`src/rtl/snn_debug_pkg.sv`:
```
// Shared constants, FSM state type and frame-length helper for the SNN debug readout.
package snn_debug_pkg;

    localparam logic [7:0] HDR_BYTE = 8'hA5;

    typedef enum logic {
        IDLE = 1'b0,
        SEND = 1'b1
    } state_t;

    // header + seq + padded spike bytes + one byte per neuron + checksum
    function automatic int frame_len(input int n1, input int n2);
        return 2 + (n1 + 7) / 8 + (n2 + 7) / 8 + (n1 + n2) + 1;
    endfunction

endpackage

```
`src/rtl/snn_debug_readout_if.sv`:
```
// Byte-stream valid/ready link from the debug readout toward the host bridge.
interface snn_debug_readout_if;
    logic [7:0] tx_data;
    logic       tx_valid;
    logic       tx_ready;
    logic       tx_last;

    modport master (output tx_data, output tx_valid, output tx_last, input tx_ready);
    modport slave  (input tx_data, input tx_valid, input tx_last, output tx_ready);
endinterface

```
`src/rtl/snn_frame_byte_sel.sv`:
```
// Picks the frame byte at position idx from the captured snapshot, seq and checksum.
module snn_frame_byte_sel
    import snn_debug_pkg::*;
#(
    parameter int N1   = 8,
    parameter int N2   = 2,
    parameter int MP_W = 6,
    parameter int K    = frame_len(N1, N2),
    parameter int IDX_W = $clog2(K)
) (
    input  logic [(N1+N2)*MP_W-1:0] snap_mp,
    input  logic [N1-1:0]           snap_l1,
    input  logic [N2-1:0]           snap_l2,
    input  logic [7:0]              seq,
    input  logic [7:0]              crc,
    input  logic [IDX_W-1:0]        idx,
    output logic [7:0]              byte_out
);
    localparam int L1B     = (N1 + 7) / 8;
    localparam int L2B     = (N2 + 7) / 8;
    localparam int MP_BASE = 2 + L1B + L2B;

    logic [L1B*8-1:0] l1_pad;
    logic [L2B*8-1:0] l2_pad;

    // Byte mux; spike vectors are zero-padded up to whole bytes, MPs zero-extended.
    always_comb begin
        byte_out = 8'h00;
        l1_pad = '0;
        l1_pad[N1-1:0] = snap_l1;
        l2_pad = '0;
        l2_pad[N2-1:0] = snap_l2;
        if (int'(idx) == 0) begin
            byte_out = HDR_BYTE;
        end else if (int'(idx) == 1) begin
            byte_out = seq;
        end else if (int'(idx) == K - 1) begin
            byte_out = crc;
        end else begin
            for (int b = 0; b < L1B; b++)
                if (int'(idx) == 2 + b) byte_out = l1_pad[b*8 +: 8];
            for (int b = 0; b < L2B; b++)
                if (int'(idx) == 2 + L1B + b) byte_out = l2_pad[b*8 +: 8];
            for (int n = 0; n < N1 + N2; n++)
                if (int'(idx) == MP_BASE + n) begin
                    byte_out = 8'h00;
                    byte_out[MP_W-1:0] = snap_mp[n*MP_W +: MP_W];
                end
        end
    end

endmodule

```
`src/rtl/snn_debug_readout.sv`:
```
// SNN debug readout: snapshots membrane potentials and spikes on capture and
// streams them as a checksummed byte frame over a valid/ready link.
//
//   state | meaning
//   IDLE  | waiting for capture && enable; link idle
//   SEND  | frame in flight; byte idx presented until handshake
module snn_debug_readout
    import snn_debug_pkg::*;
#(
    parameter int N1   = 8,
    parameter int N2   = 2,
    parameter int MP_W = 6
) (
    input  logic                    clk,
    input  logic                    reset,
    input  logic                    enable,
    input  logic                    capture,
    input  logic [(N1+N2)*MP_W-1:0] membrane_potential_in,
    input  logic [N1-1:0]           spikes_layer1_in,
    input  logic [N2-1:0]           spikes_out_in,
    input  logic                    clear_overrun,
    snn_debug_readout_if.master     tx,
    output logic                    busy,
    output logic                    overrun
);
    localparam int K     = frame_len(N1, N2);
    localparam int IDX_W = $clog2(K);
    localparam logic [IDX_W-1:0] LAST_IDX = IDX_W'(K - 1);

    state_t                  state, state_nxt;
    logic [IDX_W-1:0]        idx;
    logic [7:0]              seq;
    logic [7:0]              crc;
    logic [7:0]              sel_byte;
    logic [(N1+N2)*MP_W-1:0] snap_mp;
    logic [N1-1:0]           snap_l1;
    logic [N2-1:0]           snap_l2;
    logic                    start;
    logic                    hs;
    logic                    done;
    logic                    last_byte;

    snn_frame_byte_sel #(.N1(N1), .N2(N2), .MP_W(MP_W), .K(K), .IDX_W(IDX_W)) u_byte_sel (
        .snap_mp  (snap_mp),
        .snap_l1  (snap_l1),
        .snap_l2  (snap_l2),
        .seq      (seq),
        .crc      (crc),
        .idx      (idx),
        .byte_out (sel_byte)
    );

    // State register.
    always_ff @(posedge clk or posedge reset) begin
        if (reset) state <= IDLE;
        else       state <= state_nxt;
    end

    // Next-state and link outputs; tx_data held at zero outside a frame.
    always_comb begin
        state_nxt   = state;
        start       = 1'b0;
        hs          = 1'b0;
        done        = 1'b0;
        busy        = 1'b0;
        last_byte   = (idx == LAST_IDX);
        tx.tx_valid = 1'b0;
        tx.tx_last  = 1'b0;
        tx.tx_data  = 8'h00;
        case (state)
            IDLE: begin
                if (capture && enable) begin
                    start     = 1'b1;
                    state_nxt = SEND;
                end
            end
            SEND: begin
                busy        = 1'b1;
                tx.tx_valid = 1'b1;
                tx.tx_data  = sel_byte;
                tx.tx_last  = last_byte;
                hs          = tx.tx_ready;
                if (hs && last_byte) begin
                    done      = 1'b1;
                    state_nxt = IDLE;
                end
            end
            default: state_nxt = IDLE;
        endcase
    end

    // Snapshot of the network inputs, taken only when a frame is accepted.
    always_ff @(posedge clk or posedge reset) begin
        if (reset) begin
            snap_mp <= '0;
            snap_l1 <= '0;
            snap_l2 <= '0;
        end else if (start) begin
            snap_mp <= membrane_potential_in;
            snap_l1 <= spikes_layer1_in;
            snap_l2 <= spikes_out_in;
        end
    end

    // Byte index and running XOR of accepted bytes.
    always_ff @(posedge clk or posedge reset) begin
        if (reset) begin
            idx <= '0;
            crc <= 8'h00;
        end else if (start) begin
            idx <= '0;
            crc <= 8'h00;
        end else if (hs) begin
            idx <= done ? '0 : idx + 1'b1;
            crc <= crc ^ sel_byte;
        end
    end

    // Frame sequence number, bumped once per completed frame.
    always_ff @(posedge clk or posedge reset) begin
        if (reset)     seq <= 8'h00;
        else if (done) seq <= seq + 8'h01;
    end

    // Sticky overrun; a dropped capture beats a simultaneous clear.
    always_ff @(posedge clk or posedge reset) begin
        if (reset)                        overrun <= 1'b0;
        else if (capture && state == SEND) overrun <= 1'b1;
        else if (clear_overrun)           overrun <= 1'b0;
    end

endmodule

```
`src/flat_wrapper.sv`:
```
// flat-port wrapper written by rule: the top's interface ports become plain ports
module snn_debug_readout_flat import snn_debug_pkg::*;
#(
    parameter int N1   = 8,
    parameter int N2   = 2,
    parameter int MP_W = 6
)
  (clk, reset, enable, capture, membrane_potential_in, spikes_layer1_in, spikes_out_in, clear_overrun, busy, overrun, tx_tx_data, tx_tx_valid, tx_tx_last, tx_tx_ready);
  snn_debug_readout_if tx_i ();
  input  logic clk;
  input  logic reset;
  input  logic enable;
  input  logic capture;
  input  logic [(N1+N2)*MP_W-1:0] membrane_potential_in;
  input  logic [N1-1:0] spikes_layer1_in;
  input  logic [N2-1:0] spikes_out_in;
  input  logic clear_overrun;
  output logic busy;
  output logic overrun;
  output wire logic [$bits(tx_i.tx_data)-1:0] tx_tx_data;
  output wire logic [$bits(tx_i.tx_valid)-1:0] tx_tx_valid;
  output wire logic [$bits(tx_i.tx_last)-1:0] tx_tx_last;
  input wire logic [$bits(tx_i.tx_ready)-1:0] tx_tx_ready;
  assign tx_tx_data = tx_i.tx_data;
  assign tx_tx_valid = tx_i.tx_valid;
  assign tx_tx_last = tx_i.tx_last;
  assign tx_i.tx_ready = tx_tx_ready;
  snn_debug_readout #(.N1(N1), .N2(N2), .MP_W(MP_W)) u_core (.clk(clk), .reset(reset), .enable(enable), .capture(capture), .membrane_potential_in(membrane_potential_in), .spikes_layer1_in(spikes_layer1_in), .spikes_out_in(spikes_out_in), .clear_overrun(clear_overrun), .tx(tx_i), .busy(busy), .overrun(overrun));
endmodule
```
`config.mk`:
```
export PLATFORM = sky130hd
export DESIGN_NAME = snn_debug_readout_flat
export DESIGN_NICKNAME = d
export VERILOG_FILES = /design/src/rtl/snn_debug_pkg.sv /design/src/rtl/snn_debug_readout_if.sv /design/src/rtl/snn_frame_byte_sel.sv /design/src/rtl/snn_debug_readout.sv /design/src/flat_wrapper.sv
export SDC_FILE = /design/constraint.sdc
export NUM_CORES = 1
export LEC_CHECK = 0
export CORE_UTILIZATION = 45
export DETAILED_ROUTE_END_ITERATION = 16
export PLACE_DENSITY = 0.71
export SLEW_MARGIN = 10
export SYNTH_ARGS = -nofsm -noshare
export SYNTH_HDL_FRONTEND = slang
export SYNTH_SLANG_ARGS = --single-unit
```
`constraint.sdc`:
```
create_clock -name clk -period 4.57 [get_ports clk]
set_input_delay 1.1425 -clock clk [delete_from_list [all_inputs] [get_ports clk]]
set_output_delay 1.1425 -clock clk [all_outputs]
set_load 0.01 [all_outputs]
```
==> results of run 1 <==
==> synth_stat cells (4+ instances only) <==
cell type,instances
clkbuf_1,18
nand3_1,14
o31ai_1,6
a22oi_1,6
a211oi_1,4
nand2b_1,9
nand2_1,242
o21ai_0,17
nand4_1,4
a21oi_1,17
a21o_1,4
o21ai_1,8
xnor2_1,4
and2_1,7
nor2b_1,8
buf_2,8
o211ai_1,6
ha_1,5
buf_6,5
buf_4,6
inv_1,16
dfrtp_1,92
xor2_1,4
o311ai_1,4
mux2i_1,5
nor2_1,16
==> registers in the layout, summed over array words and instances, names as in the netlist <==
register / flops
u_core.crc: 8
u_core.overrun: 1
u_core.snap_l1: 8
u_core.snap_l2: 2
u_core.state: 1
u_core.seq: 8
u_core.idx: 4
u_core.snap_mp: 60
==> metrics by stage <==
step                area [µm²]  setup WS, ns
floorplan                 4990          1.04
global placement          5970         0.544
CTS                       6150        0.0808
global route              6150        0.0894
finish                    6150         0.302
detailed placement        5970         0.501
==> cells by family (layout without fill, tap and decap cells) <==
group / after synthesis / in the layout / synth area share, %
AOI/OAI and AO/OA: 112 / 112 / 16.2
xor gates and xnor gates: 8 / 8 / 1.40
adders and majority gates: 5 / 5 / 1.25
buffers and inverters: 56 / 135 / 5.61
DFF: 92 / 92 / 46.1
muxes: 7 / 7 / 1.45
and+or+nand+nor: 321 / 321 / 28.0
==> power by group through the flow <==
| stage | Sequential, µW | Combinational, µW | Clock (µW) |
|---|---|---|---|
| 4_1_cts | 1430 | 1800 | 548 |
| 5_1_grt | 1470 | 2000 | 582 |
| 3_5_place_dp | 1440 | 1790 | 0 |
| 6_report | 1430 | 1810 | 537 |
| 3_3_place_gp | 1440 | 1760 | 0 |
| 2_1_floorplan | 1310 | 1290 | 0 |
==> how the worst max path moves through the flow <==
stage / startpoint / to / slack [ns] / cells after the start
after floorplan: reset / u_core.crc[0] / 1.04 / 1
after global placement: u_core.idx[1] / tx_tx_data[0] / 0.54 / 8
after detailed placement: u_core.idx[1] / tx_tx_data[0] / 0.50 / 8
after CTS: u_core.idx[1] / tx_tx_data[0] / 0.08 / 8
after global routing: u_core.idx[0] / tx_tx_data[4] / 0.09 / 9
final: u_core.idx[0] / tx_tx_data[2] / 0.30 / 10
==> area by class of cell <==
class                      count  area, µm²  area share (%)
multi-input combinational    453       2420            39.3
sequential                    92       2300            37.4
timing repair buffer         104       1010            16.4
tap                          140        175            2.85
clock buffer                  13        149            2.42
inverter                      16       61.3           0.996
clock inverter                 2       35.0           0.569
==> critical path, delay by kind of cell, from the launching register on <==
| kind | cells | cell delay, ns |
|---|---|---|
| compound gates | 5 | 0.95 |
| buf+inv | 3 | 0.83 |
| flops | 1 | 0.44 |
| fa+ha+maj | 1 | 0.34 |
| simple gates | 1 | 0.18 |
==> per-layer routing <==
layer | track usage, % | vias up | wire, µm
met5 | 0 | - | 0
met2 | 41.9 | 127 | 6520
met1 | 34.4 | 2140 | 6480
met4 | 10.2 | 0 | 353
li1 | - | 2163 | -
met3 | 5.63 | 29 | 695
==> what timing repair did <==
item / 4_1_cts / 5_1_grt
endpoints found under the hold margin: 0 / 0
buffers inserted: 0 / 0
setup endpoints to repair: 0 / 2
hold buffers: 0 / 0
gates resized for setup: 0 / 2
==> results.toml, run 1 <==
[synth]
synth-main-ff-cell = "dfrtp_1"
seq_area_frac_synth_pct = 46.1
yosysTopAreaCellShare_pct = 46.1
postSynthAreaPerCell_um2 = 8.31
yosysTopAreaCell = "dfrtp_1"
yosys_register_bits = 92
yosys_warnings = 0
ys_types = 72
syn_inst = 601
synth_area_um2 = 4990
synth-async-reset-ratio_pct = 100
syn-num-nets = 682
synth_edf_count = 0
ys_top_cells_by_area = "dfrtp_1 46%, nand2_1 18%, a21oi_1 1.7%, o21ai_0 1.7%, nand3_1 1.4%"

[route]
initialDrtViolationCount = 260
drt_first_pass_iters = 11
vias_per_cell = 5.44
wl_per_cell_um = 17.1
post-route-drc-count = 0
wirelength_um = 14100
vias = 4459
ant_nets = 0

[timing]
min_period_over_period_pct = 93.4
rsz0062_at_grt = "no"
drv_slew = 0
finalHoldViolCount = 0
relSlewSlack_pct = 36.1
fin_crit_ns = 4.27
max_freq_ghz = 0.234
holdWs_ns = 0.475
final.setup_skew_ns = 0.0112
worstMarginPinSlew_ns = 0.959
setup-tns-final_ns = 0
finalSetupViolCount = 0

[clocking]
clockBufferDepth = 2
cts-htree-levels = 3
cts_sinks = 92
cts_buffers = 9
ctsRootBufferMaster = "clkbuf_8"
cts_tree = "built"
clk_pin_slew_worst_paths_ns = 0.08
clkLatencyLatePin_ns = 0.37

[grt]
grt_pass1_wl_um = 22700
grt_max_degree = 52
antenna_found_initial = 0
grt_use_total_pct = 26.1
grt_pass1_vias = 4400
grt.overflow.total = 0

[min_path]
min_to = "u_core.snap_mp[32]"
min_path_cells = 2
hold_path.startpoint = "u_core.snap_mp[32]"
hold_class = "register to register"

[layout]
drive_above_1_share_pct = 6.91
n_fill_cell = 1038
utilization_pct = 56.8
final_cells = 820
antenna_cells = 0
layout_commonest_cell = "nand2_1"
mostFrequentLayoutCells = "242 x nand2_1, 92 x dfrtp_1, 87 x clkdlybuf4s50_1"
area_delta_synth_final_pct = 23.3
nets = 757

[power_and_ir_drop]
p_per_area_nw_per_um2 = 614
pwr-share-seq_pct = 37.9
p_comb_share_pct = 47.8
power.leakage_uw = 0.00287
p_sw_uw = 1570
ir_drop_uv = 428
pwr-share-clk_pct = 14.2
switching_share_pct = 41.5
p_total_uw = 3780
p_int_uw = 2210

[worst_setup_path]
cp_max_fo = 10
r2r_cells = 9
crit_arrival_ns = 3.13
cp-end-kind = "output port"
cp_cell_sequence = "inv_1 -> ha_1 -> buf_4 -> a211o_1 -> a22oi_1 -> o221ai_1 -> a21oi_1 -> o21ai_1 -> and2_1 -> clkdlybuf4s50_1"
cpPeakStageDelay_ns = 0.48
path_class = "register to output port"
rr_endpoint = "u_core.crc[5]"
crit_required_ns = 3.43
r2r_slack_ns = 2.15
r2r-start = "u_core.idx[0]"
crit_path_start_kind = "register"
cp_slowest_cell = "clkdlybuf4s50_1"

[die]
core.rowCount = 38
ios = 88
start_util_pct = 46.1
die_area_um2 = 11500
coreArea_um2 = 10800
die_w_um = 107
die_h_um = 107

[placement]
placedCellCount = 805
place_hpwl_um = 10400
io_buffer_count = 87
place_congestion = 0.880

[flow_run]
drv.max_cap_violation_count = 0

[status]
status = "completed"
(Power assumes the default switching activity.)
==> inputs of run 2 (changes only) <==
--- a/config.mk
+++ b/config.mk
@@ -5,6 +5,7 @@
 export SDC_FILE = /design/constraint.sdc
 export NUM_CORES = 1
 export LEC_CHECK = 0
+export CORE_MARGIN = 3
 export CORE_UTILIZATION = 45
 export DETAILED_ROUTE_END_ITERATION = 16
 export PLACE_DENSITY = 0.71
==> run 2 against run 1 <==
Critical path depth down 1. Largest cell class unchanged. Non-clock buffer count down 3. Register-to-register slack worse by 0.14 ns. Largest power group unchanged. Sequential power about the same. Clock skew up 0.0075 ns. Die area up 7.6%.
==> results.toml, run 2 (synthesized netlist as in run 1, its figures left out) <==
[timing]
min_period_over_period_pct = 95.8
finalHoldViolCount = 0
final.setup_skew_ns = 0.0186
finalSetupViolCount = 0
max_freq_ghz = 0.228
setup-tns-final_ns = 0
worstMarginPinSlew_ns = 0.931
fin_crit_ns = 4.38
drv_slew = 0
relSlewSlack_pct = 37.9
rsz0062_at_grt = "no"

[clocking]
cts-htree-levels = 3
cts_sinks = 92
cts_repair_resize_count = 0
cts_tree = "built"
ctsRootBufferMaster = "clkbuf_8"
cts_buffers = 9
cts_setup_buffers = 0
clkLatencyLatePin_ns = 0.36
clk_pin_slew_worst_paths_ns = 0.09
hold_buffers = 0
clockBufferDepth = 2

[die]
coreArea_um2 = 10600
start_util_pct = 47.3
core.rowCount = 37
die_h_um = 111
die_area_um2 = 12400
die_w_um = 111
ios = 88

[route]
wirelength_um = 13800
vias = 4516
vias_per_cell = 5.55
drt_first_pass_iters = 5
ant_nets = 0
initialDrtViolationCount = 334
post-route-drc-count = 0
wl_per_cell_um = 17.0

[worst_setup_path]
crit_required_ns = 3.43
cp-end-kind = "output port"
crit_arrival_ns = 3.23
crit_path_start_kind = "register"
r2r_cells = 9
path_class = "register to output port"
r2r-start = "u_core.idx[1]"
r2r_slack_ns = 2.01
cp_max_fo = 14
rr_endpoint = "u_core.crc[1]"

[grt]
grt_use_total_pct = 22.6
grt_pass1_vias = 4356
grt.overflow.total = 0
grt_pass1_wl_um = 22800
grt_max_degree = 48
antenna_found_initial = 0

[layout]
largest_register = "u_core.snap_mp"
antenna_cells = 0
nets = 754
drive_above_1_share_pct = 6.65
n_fill_cell = 1016
register_area_um2 = 2300
mostFrequentLayoutCells = "242 x nand2_1, 92 x dfrtp_1, 87 x clkdlybuf4s50_1"
multi_input_area_um2 = 2420
design_area_um2 = 6140
layout_commonest_cell = "nand2_1"
largest_reg_flops = 60
area_delta_synth_final_pct = 22.9

[power_and_ir_drop]
ir_drop_uv = 251
power.leakage_uw = 0.00286
p_per_area_nw_per_um2 = 619

[placement]
place_congestion = 0.930
io_buffer_count = 87
dpl_cell_area_um2 = 5930
place_hpwl_um = 10200

[min_path]
min_to = "u_core.crc[2]"
hold_path.startpoint = "u_core.crc[2]"
hold_class = "register to register"
min_path_cells = 1

[status]
status = "completed"

[flow_run]
drv.max_cap_violation_count = 0
==> run 2: changes by cell type in the layout (fill, tap and decap cells not counted), sizes merged <==
cell,delta
clkbuf,-2
clkinvlp,+2
buf,-3
clkinv,-1
bufinv,+1
==> run 2: routing by layer <==
layer	vias to the layer above	GRT usage (%)	wire length [µm]
li1	2155	-	-
met1	2163	32.2	6220
met2	180	35.6	6350
met3	18	4.91	1020
met4	0	5.19	222
met5	-	0	0
==> run 2: area by class of cell <==
cell class                      count  area share, %
Tap cell                          136           2.77
Timing Repair Buffer              101           15.9
Sequential cell                    92           37.5
Inverter                           16          0.999
Clock inverter                      4           1.22
Multi-Input combinational cell    453           39.4
Clock buffer                       11           2.14
==> run 2: how the worst max path moves through the flow <==
stage / from / end / cells past startpoint
6_report: u_core.idx[1] / tx_tx_data[1] / 9
5_1_grt: u_core.idx[0] / tx_tx_data[4] / 10
4_1_cts: u_core.idx[0] / tx_tx_data[2] / 9
3_5_place_dp: u_core.idx[0] / tx_tx_data[2] / 9
3_3_place_gp: u_core.idx[0] / tx_tx_data[2] / 9
2_1_floorplan: reset / u_core.crc[0] / 1
==> run 2: worst max-delay path, stage by stage, from the launching register on <==
cell             delay, ns
dfrtp_1               0.41
inv_1                 0.11
ha_1                  0.37
buf_4                 0.26
nand2b_1              0.21
o311ai_1              0.38
o211ai_1              0.13
a32o_1                0.27
a21oi_1               0.19
clkdlybuf4s50_1       0.56
==> run 2: power breakdown <==
part | total [µW] | switching (µW) | internal (µW)
registers | 1460 | 317 | 1140
clock network | 590 | 284 | 306
logic | 1750 | 971 | 780
total | 3800 | 1570 | 2230
==> run 2: metrics by stage <==
step	setup WS (ns)	hold WS [ns]	power [µW]	instances	utilization (%)
finish	0.193	0.474	3800	813	58.1
detailed placement	0.585	0.464	3200	798	56.2
CTS	0.177	0.476	3790	813	58.1
global placement	0.638	0.453	3160	798	56.2
floorplan	1.04	0.437	2590	601	-
global route	0.0245	0.515	4090	813	58.1
==> inputs of run 3 (changes only) <==
--- a/config.mk
+++ b/config.mk
@@ -5,9 +5,12 @@
 export SDC_FILE = /design/constraint.sdc
 export NUM_CORES = 1
 export LEC_CHECK = 0
+export CAP_MARGIN = 20
 export CORE_MARGIN = 3
 export CORE_UTILIZATION = 45
+export CTS_CLUSTER_DIAMETER = 120
 export DETAILED_ROUTE_END_ITERATION = 16
+export HOLD_SLACK_MARGIN = 0.06
 export PLACE_DENSITY = 0.71
 export SLEW_MARGIN = 10
 export SYNTH_ARGS = -nofsm -noshare
==> results of run 3 <==
Same layout as run 2: the final DEF is identical, and so are final timing and power.
==> RTL change: new RTL, flow settings as in run 3 <==
Register the output `overrun` once more, without a reset; this adds one clock of latency there. The other outputs are not delayed to match.
--- a/src/rtl/snn_debug_readout.sv
+++ b/src/rtl/snn_debug_readout.sv
@@ -26,6 +26,8 @@
     localparam int K     = frame_len(N1, N2);
     localparam int IDX_W = $clog2(K);
     localparam logic [IDX_W-1:0] LAST_IDX = IDX_W'(K - 1);
+
+    logic overrun_s0;
 
     state_t                  state, state_nxt;
     logic [IDX_W-1:0]        idx;
@@ -124,9 +126,13 @@
 
     // Sticky overrun; a dropped capture beats a simultaneous clear.
     always_ff @(posedge clk or posedge reset) begin
-        if (reset)                        overrun <= 1'b0;
-        else if (capture && state == SEND) overrun <= 1'b1;
-        else if (clear_overrun)           overrun <= 1'b0;
+        if (reset)                        overrun_s0 <= 1'b0;
+        else if (capture && state == SEND) overrun_s0 <= 1'b1;
+        else if (clear_overrun)           overrun_s0 <= 1'b0;
+    end
+
+    always_ff @(posedge clk) begin
+        overrun <= overrun_s0;
     end
 
 endmodule
Formal check against the unedited RTL: not equivalent (Yosys sat finds a counterexample within 4 cycles, from zero or initial values and one cycle with reset high).
==> RTL change against run 3 <==
Global-route usage is 1.1 points higher. Worst setup slack better by 37 ps. Worst hold slack worse by 95 ps. Design area is 1.8% lower. Area after synthesis is 2.5% lower. Power is 5.3% lower. Cell count is 2.2% lower. Sequential cell count is 1 higher. Synthesized cell count is 2.7% lower. Routed wire length is 1.1% lower. First-iteration DRC count is 32% higher. Largest cell class is now flip-flops and latches. Largest power group unchanged.
==> RTL change: results (changes against run 3) <==
cells_and_area:
  drive_gt1_share_pct: 7.44  # was 6.65%
  nNetsFinal: 735  # was 754
  n_antenna_cell: 0  # unchanged
  largest_reg_flops: 60  # unchanged
  fillers: 983  # was 1016
hold_path:
  min_to: "u_core.overrun"  # was u_core.crc[2]
  hold_path_depth: 0  # was 1
  hp-start: "u_core.overrun_s0"  # was u_core.crc[2]
clock_tree:
  insertion_delay_ps: 370
  numCtsBuffers: 9  # unchanged
  cts_buffer_depth: 2  # unchanged
grt:
  grt_usage_pct: 23.7  # was 22.6%
  first_global_vias: 4249  # was 4356
  grt_pass1_wl_um: 21900  # was 22800 um
  grt_max_degree: 54  # was 48
timing:
  fin_skew_ps: 6.39  # was 18.6 ps
  tightest_slew_ps: 1000  # was 931 ps
  min_period_ps: 4340  # was 4380 ps
detailed_routing:
  vias: 4385  # was 4516
  wl_per_cell_um: 17.2  # was 17.0 um
  drt_iter0_markers: 440  # was 334
  first_pass_iters: 6  # was 5
yosys:
  synth_flop_cell: "dfrtp_1"  # unchanged
  async_reset_ff_share_pct: 98.9  # was 100%
  yosysWarnings: 0  # unchanged
  synthTopCellsByCount: "nand2_1, dfrtp_1, nor2_1"  # was nand2_1, dfrtp_1, clkbuf_1
  ys_seq_area_share_pct: 47.7  # was 46.1%
  synth_top_area_share_pct: 47.3  # was 46.1%
  ys_top_cells_by_area: "dfrtp_1, nand2_1, nor2_1"  # was dfrtp_1, nand2_1, a21oi_1
  ys_types: 71  # was 72
  synth_fp_nets: 666  # was 682
power_and_ir_drop:
  ir_worst_vdd_mv: 0.228  # was 0.251 mV
  p_leak_nw: 2.79  # was 2.86 nW
setup_path:
  cp.arrival_ps: 3200  # was 3230 ps
  reg2reg_to: "u_core.crc[3]"  # was u_core.crc[1]
  r2r_setup_slack_ps: 2070  # was 2010 ps
placed_design:
  dp_slack_ps: 504  # was 585 ps
  dp_hpwl_um: 10200  # about the same
  gp_congestion: 0.982  # was 0.930
run_status:
  status: "completed"  # unchanged
-- RTL change: worst max-delay path by stage --
stage                              from             to  cells after the start
after floorplan                   reset  u_core.crc[0]                      1
after global placement    u_core.idx[1]  tx_tx_data[4]                      8
after detailed placement  u_core.idx[0]  tx_tx_data[1]                     10
after CTS                 u_core.idx[0]  tx_tx_data[1]                     10
after global routing      u_core.idx[0]  tx_tx_data[1]                      9
final                     u_core.idx[0]  tx_tx_data[1]                      9
-- RTL change: cells by family (layout without fill, tap and decap cells) --
logic type	count (synthesis)	count (layout)	share of synthesized area (%)
AO/OA/AOI/OAI	104	104	15.3
AND/OR/NAND/NOR	320	320	28.4
buffers and inverters	53	127	5.40
flip-flops	93	93	47.7
multiplexers	3	3	0.643
XOR/XNOR	7	7	1.26
adder cells (fa/ha/maj)	5	5	1.29
-- RTL change: cell type report --
type | instances | area [um2] | share of cell area (%)
flip-flops and latches | 93 | 2320 | 38.5
multi-input cells | 439 | 2300 | 38.2
repair buffers | 97 | 958 | 15.9
well taps | 136 | 170 | 2.82
clock buffers | 10 | 128 | 2.12
clock inverters | 6 | 87.6 | 1.45
inverters | 14 | 57.6 | 0.955
-- RTL change: routing by layer --
metal / global-route usage, % / up-vias / routed length [um] / part of all wire, %
met2: 36.6 / 172 / 6410 / 47
li1: - / 2111 / - / -
met1: 33.9 / 2075 / 6210 / 45
met3: 3.49 / 27 / 793 / 5.8
met4: 8.90 / 0 / 257 / 1.9
met5: 0 / - / 0 / 0
-- RTL change: power by group --
| part | switching (mW) | internal, mW | total, mW |
|---|---|---|---|
| registers | 0.306 | 1.15 | 1.45 |
| clock network | 0.293 | 0.308 | 0.602 |
| logic | 0.845 | 0.701 | 1.55 |
-- RTL change: per-stage QoR --
step	cell area, um2	util, %	hold slack, ps	instances
after floorplan	4870	-	347	585
after detailed placement	5790	55.6	364	779
after global placement	5790	55.6	356	779
final	6030	57.8	379	795
after global routing	6030	57.8	394	795
after CTS	6010	57.7	387	795
-- RTL change: critical path, cell delays in order, from the launching register on --
cell	delay, ps
dfrtp_1	430
inv_1	150
ha_2	370
nor4b_4	450
a222oi_1	200
a21oi_1	210
o221a_1	310
nor2_1	70
nor2_1	100
clkdlybuf4s50_1	540
